==> config.mk <==
export PLATFORM = sky130hd
export DESIGN_NAME = pc_redirect_ctrl
export DESIGN_NICKNAME = d
export VERILOG_FILES = /design/src/rtl/pc_redirect_ctrl_pkg.sv /design/src/rtl/pc_target_check.sv /design/src/rtl/pc_redirect_ctrl.sv
export SDC_FILE = /design/constraint.sdc
export NUM_CORES = 1
export LEC_CHECK = 0
export ABC_CLOCK_PERIOD_IN_PS = 12800
export CAP_MARGIN = 20
export CORE_UTILIZATION = 45
export DETAILED_ROUTE_END_ITERATION = 7
export HOLD_SLACK_MARGIN = 0.06
export PLACE_DENSITY_LB_ADDON = 0.3
export SYNTH_ARGS = -nofsm -noshare
export SYNTH_HDL_FRONTEND = slang
export SYNTH_SLANG_ARGS = --single-unit
==> constraint.sdc <==
create_clock -name clk -period 12.8 [get_ports clk]
set_input_delay 2.56 -clock clk [delete_from_list [all_inputs] [get_ports clk]]
set_output_delay 2.56 -clock clk [all_outputs]
set_load 0.01 [all_outputs]
==> src/rtl/pc_redirect_ctrl_pkg.sv <==
// Shared types for the IFU PC redirect controller:
// FSM states, redirect source codes and the source-to-flush mapping.
package pc_redirect_ctrl_pkg;

  typedef enum logic [1:0] {
    PRC_RUN  = 2'd0,
    PRC_WAIT = 2'd1,
    PRC_HALT = 2'd2
  } prc_state_e;

  // Numeric order is priority order: a larger code wins.
  typedef enum logic [1:0] {
    SRC_NONE = 2'd0,
    SRC_ID   = 2'd1,
    SRC_EX   = 2'd2,
    SRC_TRAP = 2'd3
  } src_e;

  localparam logic TRUE         = 1'b1;
  localparam logic WRITE_ENABLE = 1'b1;

  // Returns {flush_if_id, flush_id_ex} for an accepted source.
  function automatic logic [1:0] src_flush(src_e s);
    logic [1:0] f;
    f = 2'b00;
    unique case (s)
      SRC_TRAP, SRC_EX: f = 2'b11;
      SRC_ID:           f = 2'b10;
      default:          f = 2'b00;
    endcase
    return f;
  endfunction

endpackage

==> src/rtl/pc_target_check.sv <==
// Combinational legality check of a redirect target.
// Ports: target in; fault, final_target out. Macro PC_ALIGN_CHECK_EN adds alignment faults.
module pc_target_check
  import pc_redirect_ctrl_pkg::*;
#(
  parameter int              XLEN         = 32,
  parameter logic [XLEN-1:0] BOOT_ADDR    = '0,
  parameter logic [XLEN-1:0] IT_RAM_DEPTH = 32'h1000,
  parameter logic [XLEN-1:0] TRAP_VEC     = BOOT_ADDR
) (
  input  logic [XLEN-1:0] target,
  output logic            fault,
  output logic [XLEN-1:0] final_target
);

  // One extra bit so BOOT_ADDR+IT_RAM_DEPTH cannot wrap.
  localparam logic [XLEN:0] LO = {1'b0, BOOT_ADDR};
  localparam logic [XLEN:0] HI = {1'b0, BOOT_ADDR} + {1'b0, IT_RAM_DEPTH};

  logic [XLEN:0] t_ext;
  logic          range_bad;

  assign t_ext     = {1'b0, target};
  assign range_bad = (t_ext < LO) || (t_ext >= HI);

`ifdef PC_ALIGN_CHECK_EN
  assign fault        = range_bad || (target[1:0] != 2'b00);
  assign final_target = fault ? TRAP_VEC : target;
`else
  assign fault        = range_bad;
  assign final_target = fault ? TRAP_VEC
                              : {target[XLEN-1:2], 2'b00};
`endif

endmodule

==> src/rtl/pc_redirect_ctrl.sv <==
// IFU PC sequencer: arbitrates trap/EX/ID redirects, stalls and halt into pc_reg controls.
// Ports: clk, rst(n), stall/redirect/halt inputs; pc write/hold, flushes, fault, halted out. Macro: PC_ALIGN_CHECK_EN.
module pc_redirect_ctrl
  import pc_redirect_ctrl_pkg::*;
#(
  parameter int              XLEN         = 32,
  parameter logic [XLEN-1:0] BOOT_ADDR    = '0,
  parameter logic [XLEN-1:0] IT_RAM_DEPTH = 32'h1000,
  parameter logic [XLEN-1:0] TRAP_VEC     = BOOT_ADDR
) (
  input  logic            clk,
  input  logic            rst,
  input  logic            imem_ready,
  input  logic            load_hazard,
  input  logic            trap_req,
  input  logic [XLEN-1:0] trap_addr,
  input  logic            ex_br_take,
  input  logic [XLEN-1:0] ex_br_addr,
  input  logic            id_jmp_take,
  input  logic [XLEN-1:0] id_jmp_addr,
  input  logic            halt_req,
  input  logic            resume,
  output logic            pc_write_flag,
  output logic [XLEN-1:0] pc_write_addr,
  output logic            pc_hold,
  output logic            flush_if_id,
  output logic            flush_id_ex,
  output logic            fault,
  output logic [XLEN-1:0] fault_addr,
  output logic            halted
);

  prc_state_e      state_q, state_d;
  src_e            pend_src_q, pend_src_d;
  logic [XLEN-1:0] pend_addr_q, pend_addr_d;
  logic [XLEN-1:0] fault_addr_q;

  src_e            cand_src;
  logic [XLEN-1:0] cand_addr;
  src_e            eff_src;
  logic [XLEN-1:0] eff_addr;
  logic            take_new;
  logic            halt_go;
  logic            write;
  logic            hold;
  logic [1:0]      flush;
  logic [XLEN-1:0] issue_addr;
  logic            chk_fault;
  logic [XLEN-1:0] chk_target;

  // An ID jump under a load hazard is not presented;
  // ID re-offers it once the hazard clears.
  always_comb begin
    cand_src  = SRC_NONE;
    cand_addr = '0;
    if (trap_req) begin
      cand_src  = SRC_TRAP;
      cand_addr = trap_addr;
    end else if (ex_br_take) begin
      cand_src  = SRC_EX;
      cand_addr = ex_br_addr;
    end else if (id_jmp_take && !load_hazard) begin
      cand_src  = SRC_ID;
      cand_addr = id_jmp_addr;
    end
  end

  assign halt_go = halt_req && !trap_req;

  always_comb begin
    state_d     = state_q;
    pend_src_d  = pend_src_q;
    pend_addr_d = pend_addr_q;
    write       = 1'b0;
    hold        = 1'b0;
    flush       = 2'b00;
    issue_addr  = '0;
    take_new    = 1'b0;
    eff_src     = pend_src_q;
    eff_addr    = pend_addr_q;
    unique case (state_q)
      PRC_RUN: begin
        if (halt_go) begin
          hold    = TRUE;
          state_d = PRC_HALT;
        end else if (cand_src != SRC_NONE) begin
          flush = src_flush(cand_src);
          if (imem_ready) begin
            write      = WRITE_ENABLE;
            issue_addr = cand_addr;
          end else begin
            hold        = TRUE;
            pend_src_d  = cand_src;
            pend_addr_d = cand_addr;
            state_d     = PRC_WAIT;
          end
        end else if (!imem_ready || load_hazard) begin
          hold = TRUE;
        end
      end
      PRC_WAIT: begin
        take_new = !halt_go && (cand_src > pend_src_q);
        if (take_new) begin
          flush    = src_flush(cand_src);
          eff_src  = cand_src;
          eff_addr = cand_addr;
        end
        if (halt_go) begin
          hold    = TRUE;
          state_d = PRC_HALT;
        end else if (imem_ready) begin
          write       = WRITE_ENABLE;
          issue_addr  = eff_addr;
          pend_src_d  = SRC_NONE;
          pend_addr_d = '0;
          state_d     = PRC_RUN;
        end else begin
          hold        = TRUE;
          pend_src_d  = eff_src;
          pend_addr_d = eff_addr;
        end
      end
      PRC_HALT: begin
        hold = TRUE;
        if (resume) begin
          state_d = (pend_src_q != SRC_NONE) ? PRC_WAIT : PRC_RUN;
        end
      end
      default: state_d = PRC_RUN;
    endcase
  end

  pc_target_check #(
    .XLEN         (XLEN),
    .BOOT_ADDR    (BOOT_ADDR),
    .IT_RAM_DEPTH (IT_RAM_DEPTH),
    .TRAP_VEC     (TRAP_VEC)
  ) u_chk (
    .target       (issue_addr),
    .fault        (chk_fault),
    .final_target (chk_target)
  );

  assign pc_write_flag = write;
  assign pc_write_addr = write ? chk_target : '0;
  assign pc_hold       = hold;
  assign flush_if_id   = flush[1];
  assign flush_id_ex   = flush[0];
  assign fault         = write && chk_fault;
  assign fault_addr    = fault ? issue_addr : fault_addr_q;
  assign halted        = (state_q == PRC_HALT);

  always_ff @(posedge clk or negedge rst) begin
    if (!rst) begin
      state_q      <= PRC_RUN;
      pend_src_q   <= SRC_NONE;
      pend_addr_q  <= '0;
      fault_addr_q <= '0;
    end else begin
      state_q     <= state_d;
      pend_src_q  <= pend_src_d;
      pend_addr_q <= pend_addr_d;
      if (fault) fault_addr_q <= issue_addr;
    end
  end

endmodule

==> impl_results.md <==
* Predominant post-synthesis flop cell: dfrtp_1
* Syn Area/Cell at 9.19 sq um
* Total chip power at 0.856 mW
* Clock buffer depth at 2
* Root buffer cell: clkbuf_8
* Fillcell total at 675
* Rel. slew slack at 29.4%
* Crit Path Class: primary input to primary output
* Kind of cell adding the most delay to the critical path: buffers and inverters
* Yosys reg bits at 68
* Max Clk Rate at 0.112 GHz
* Crit-path cells: clkdlybuf4s50_1, buf_4, inv_1, o21ai_0, inv_1, ha_1, and2_1, a211o_1, and3_1, buf_4, nand2_1, o21ai_0, mux2_1, clkdlybuf4s50_1
* Die Wd at 95.9 um
* Final setup skew at 0.00986 ns
* Area Growth Syn to Fin at 42.9%
* DRT iter0 DRCs at 372
* CTS tree: yes
* Clk slew on worst S/H paths at 0.07 ns
* Post-route DRC at 0
* Pre-CTS setup slack at 3.61 ns
* Critical Path Source Type: primary input
* Post-CTS Repair Setup Buffers at 0
* Cells after DPL at 661
* Hold_buf cts at 0
* Register area share after synthesis at 42.8%
* Vias/cell at 6.11
* Share of post-route cells with drive strength above 1 at 5.59%
* First-pass GRT wire length at 20400 um
* Final setup fails at 0
* Initial antenna violation count at 0
* Initial core utilization at 47.4%
* Xor/xnor share of the synthesized area at 0%
* Final setup TNS at 0 ns
* Final hold slack at 0.486 ns
* FP Rows at 33
* Largest net degree at the start of global routing at 69
* Max_cap viols at 0
* Finished Cell Area at 0.00568 sq mm
* Routability-driven placement congestion ratio at 0.924
* Slowest stage delay, CP at 0.79 ns
* Pleak at 2.39 nW
* Fin util at 67.7%
* Outcome: complete, no violations
* Number of buffers and inverters on the critical path at 6
* Most frequent cells in the layout: 151 x clkdlybuf4s50_1, 72 x o21ai_0, 68 x dfrtp_1, 45 x nand2_1, 41 x a221o_1
* Worst Path Max Fanout at 45
* Worst ir drop on vdd at 60.6 uV
* Post-synthesis mux area share at 3.69%
* Post-cts repair resize count at 0
* Die area at 0.00920 sq mm
* Fin crit period at 8.95 ns
* Arr. time, crit path at 6.39 ns
* Synth Cell Area at 0.00397 sq mm
* Worst-Margin Slew at 1.06 ns
* Die Y-Extent at 95.9 um
* Placed cell area at 0.00544 sq mm
* Async set or reset register ratio after synthesis at 100%
* Synth unique cells at 47
* Clock tree sinks at 68
* Crit end category: primary output
* GRT Total Usage at 29.9%
* Total global routing overflow at 0
* CORE AREA at 0.00838 sq mm
* Cells after Synth at 432
* H-tree depth at 3
* Vias in the first global route at 3866
* I/O pin count at 175
* CP max-delay cell: and3_1
* Final hold vios at 0
* Post-Synth Simple-Gate Area at 15.4%
* Num CTS Buffers at 9
* RSZ-0062 raised after global routing: no
* Clock Latency Late Sink at 0.36 ns
* Yosys warning count at 0
* PnR worst setup slack at 3.85 ns
* Worst Path Required at 10.24 ns
* Total Wirelength at 13600 um
* Synth Area in Compound Gates at 28.5%
* Hold Crit Class: register to register
* Tcrit/Tclk final at 69.9%
* Final-stage net count at 676
* Number of synthesized flops with an enable pin at 0
* Largest family of logic cells by synthesized area: compound AO/OA/AOI/OAI gates
* Post-DRT Antenna Nets at 0
* Power Dens Cells at 151 mW/mm^2
* Post-DP HPWL at 9490 um
* Via count at 4137
* Commonest non-fill, non-tap cell in the layout: clkdlybuf4s50_1
* Slew Limit Fails at 0
* Wire per inst at 20.0 um
* Non-Filler Instances at 677
* First-pass DRT Iterations at 7
* Synth Area in Adders at 0.630%
* ANT cells at 0
* Port bufs at 152
## routing by layer
metal	vias to the layer above	track usage, %	share of wire (%)	wire length, um
met5	-	0	0	0
met3	22	7.58	11	1510
met1	1977	41.3	41	5600
met2	291	46.0	46	6250
li1	1847	-	-	-
met4	0	9.83	1.5	199
## tightest hold or removal path, delay by kind of cell (launching register included)
kind / cells / cell delay [ns]
DFF: 1 / 0.35
AOI/OAI and AO/OA: 1 / 0.06
and+or+nand+nor: 1 / 0.04
## kinds of logic after synthesis
family / Yosys count
compound gates: 159
simple gates: 123
flops: 68
buf+inv: 66
mux: 13
fa+ha+maj: 2
other cells: 1
## flip-flops by register name, indices dropped and copies added, names as in the netlist
name / flops
fault_addr_q: 32
pend_addr_q: 32
state_q: 2
pend_src_q: 2
## layout make-up
type	count	area (sq um)	area share, %
multi-input combinational	319	2000	35.2
timing repair buffer	161	1620	28.5
clock inverter	2	35.0	0.617
tap	105	131	2.31
clock buffer	12	155	2.73
sequential	68	1700	30.0
inverter	10	37.5	0.661
## final timing paths
kind | endpoint | slack, ns | cells past startpoint | start
setup / recovery | fault_addr[9] | 3.85 | 14 | trap_req
hold / removal | pend_addr_q[3] | 0.49 | 2 | pend_addr_q[3]
setup reg to reg | fault_addr_q[9] | 10.10 | 8 | pend_src_q[0]
hold reg to reg | pend_addr_q[3] | 0.49 | 2 | pend_addr_q[3]
max in group asynchronous | fault_addr_q[2] | 9.82 | 2 | rst
min in group asynchronous | fault_addr_q[19] | 2.41 | 2 | rst
## cell usage after synthesis (2+ instances only)
master	instances	share of area, %
nand4bb_1	2	0.57
clkbuf_1	26	2.5
o21ai_1	2	0.25
buf_2	3	0.38
nand2b_1	3	0.47
mux2_2	4	1.1
and2_1	8	1.3
a22o_1	3	0.66
nor2b_1	9	1.4
nor4_1	10	1.6
ha_1	2	0.63
nor3_1	3	0.38
a21o_1	2	0.38
a21oi_1	8	1.0
a2bb2oi_1	2	0.44
a21boi_0	2	0.38
nor2_1	26	2.5
or4_1	3	0.57
dfrtp_1	68	43
inv_1	10	0.95
mux2_1	9	2.6
o21ai_0	72	9.1
a222oi_1	4	1.0
buf_4	25	4.7
o22ai_1	2	0.32
a22oi_1	10	1.9
nand2_1	45	4.3
a221o_1	41	10
nand3_1	3	0.38
and3_1	8	1.3
## power breakdown
part / switching (mW) / total [mW] / internal, mW
clock: 0.0828 / 0.181 / 0.0983
sequential: 0.0474 / 0.338 / 0.290
combinational: 0.158 / 0.337 / 0.179
total: 0.288 / 0.856 / 0.568
No activity file was read; power rests on OpenSTA's default activity.
==> RTL change, RTL diff (same settings) <==
Make the reset (`rst`) synchronous in one clocked block.
--- a/src/rtl/pc_redirect_ctrl.sv
+++ b/src/rtl/pc_redirect_ctrl.sv
@@ -152,3 +152,3 @@
 
-  always_ff @(posedge clk or negedge rst) begin
+  always_ff @(posedge clk) begin
     if (!rst) begin
Formal check against the unedited RTL: differs if rst is asserted again (counterexample within 4 cycles, from zero or initial values and one cycle with rst low); with rst held inactive, the same outputs for 4 cycles.
==> RTL change against the unedited design <==
  * Total power down 23%
  * Wire length up 7.2%
  * Highest routed layer unchanged
  * Worst setup slack got worse by 1.2 ns
  * Critical path depth decreased by 1
  * Design area increased by 10%
  * Area after synthesis rose by 15%
  * Sequential cell count stayed put
==> RTL change: results (changes against the unedited design) <==
.. list-table::
   :header-rows: 1

   * - Metric
     - Value
   * - Adder-cell area share of the yosys netlist
     - 0.550% (was 0.630%)
   * - Top cells by count, synth
     - 91 x nand2_1, 68 x dfxtp_1, 59 x a22oi_1, 52 x a21oi_1, 50 x nor2_1 (was 72 x o21ai_0, 68 x dfrtp_1, 45 x nand2_1, 41 x a221o_1)
   * - Starting DRT DRC Count
     - 484 (was 372)
   * - Leakage power summed over all cells
     - 2.32 nW (was 2.39 nW)
   * - Tightest Pin Transition
     - 1.15 ns (was 1.06 ns)
   * - Worst Reg-to-Reg Cells
     - 10 (was 8)
   * - Overall global routing resource usage
     - 27.9% (was 29.9%)
   * - Post-synthesis area per instance
     - 7.44 um2 (was 9.19 um2)
   * - Wire length on met1
     - 6310 um (was 5600 um)
   * - Share of synthesized area spent on multiplexers
     - 5.11% (was 3.69%)
   * - Status
     - finished, final reports clean (unchanged)
   * - Worst R2R Setup Slack
     - 8.88 ns (was 10.10 ns)
   * - HPWL Detailed
     - 10,800 um (was 9490 um)
   * - Worst-path cell with the longest stage delay
     - buf_2 (was and3_1)
   * - Post-synthesis compound-gate area fraction
     - 32.6% (was 28.5%)
   * - Hold Crit Start
     - fault_addr_q[17] (was pend_addr_q[3])
   * - Via count
     - 5,123 (was 4,137)
   * - Detail-routed via count per cell
     - 5.87 (was 6.11)
   * - Layout Skew
     - 0.00912 ns (was 0.00986 ns)
   * - Vias in the first global route
     - 4,600 (was 3,866)
   * - Synth cell types
     - 60 (was 47)
   * - Met2 track demand over resource in global routing
     - 45.0% (was 46.0%)
   * - End of the worst register-to-register path
     - fault_addr_q[2] (was fault_addr_q[9])
   * - DRT Wirelength
     - 14,500 um (was 13,600 um)
   * - Pre-CTS setup slack
     - 2.78 ns (was 3.61 ns)
   * - Final-layout fill cell count
     - 855 (was 675)
   * - Net count reported at finish
     - 842 (was 676)
   * - Max VDD drop
     - 0.0481 mV (was 0.0606 mV)
   * - Final period util
     - 79.2% (was 69.9%)
   * - Met3 usage in global routing
     - 4.41% (was 7.58%)
   * - Global routing met1 resource utilization
     - 38.3% (was 41.3%)
   * - CP Max Fanout
     - 69 (was 45)
   * - Detail Route met2 WL
     - 6890 um (was 6250 um)
   * - Fraction of layout instances using a drive strength above 1
     - 5.95% (was 5.59%)
==> RTL change: stage by stage <==
step	hold slack [ns]	utilization, %
finish	0.445	64.0
global route	0.469	64.0
CTS	0.448	63.7
detailed placement	0.436	61.6
global placement	0.431	61.6
floorplan	0.424	-
==> RTL change: layout make-up <==
class                   instances  area [um2]  share of cell area [%]
clock buffers                  11         151                    2.42
clock inverters                 5        60.1                   0.960
inverters                      15        56.3                   0.900
multi-input cells             480        2860                    45.7
flip-flops and latches         68        1360                    21.8
well taps                     133         166                    2.66
repair buffers                161        1600                    25.6
==> RTL change: cell families (layout without fill, tap and decap cells) <==
group / count (synthesis) / count (layout)
DFF: 68 / 68
and+or+nand+nor: 211 / 211
buffers and inverters: 85 / 192
other: 1 / 22
muxes: 21 / 21
adders and majority gates: 2 / 2
AOI/OAI and AO/OA: 224 / 224
==> RTL change: power breakdown <==
group | switching (W) | internal (W)
sequential | 0.00000849 | 0.000227
combinational | 0.000124 | 0.000110
clock | 0.0000845 | 0.000100
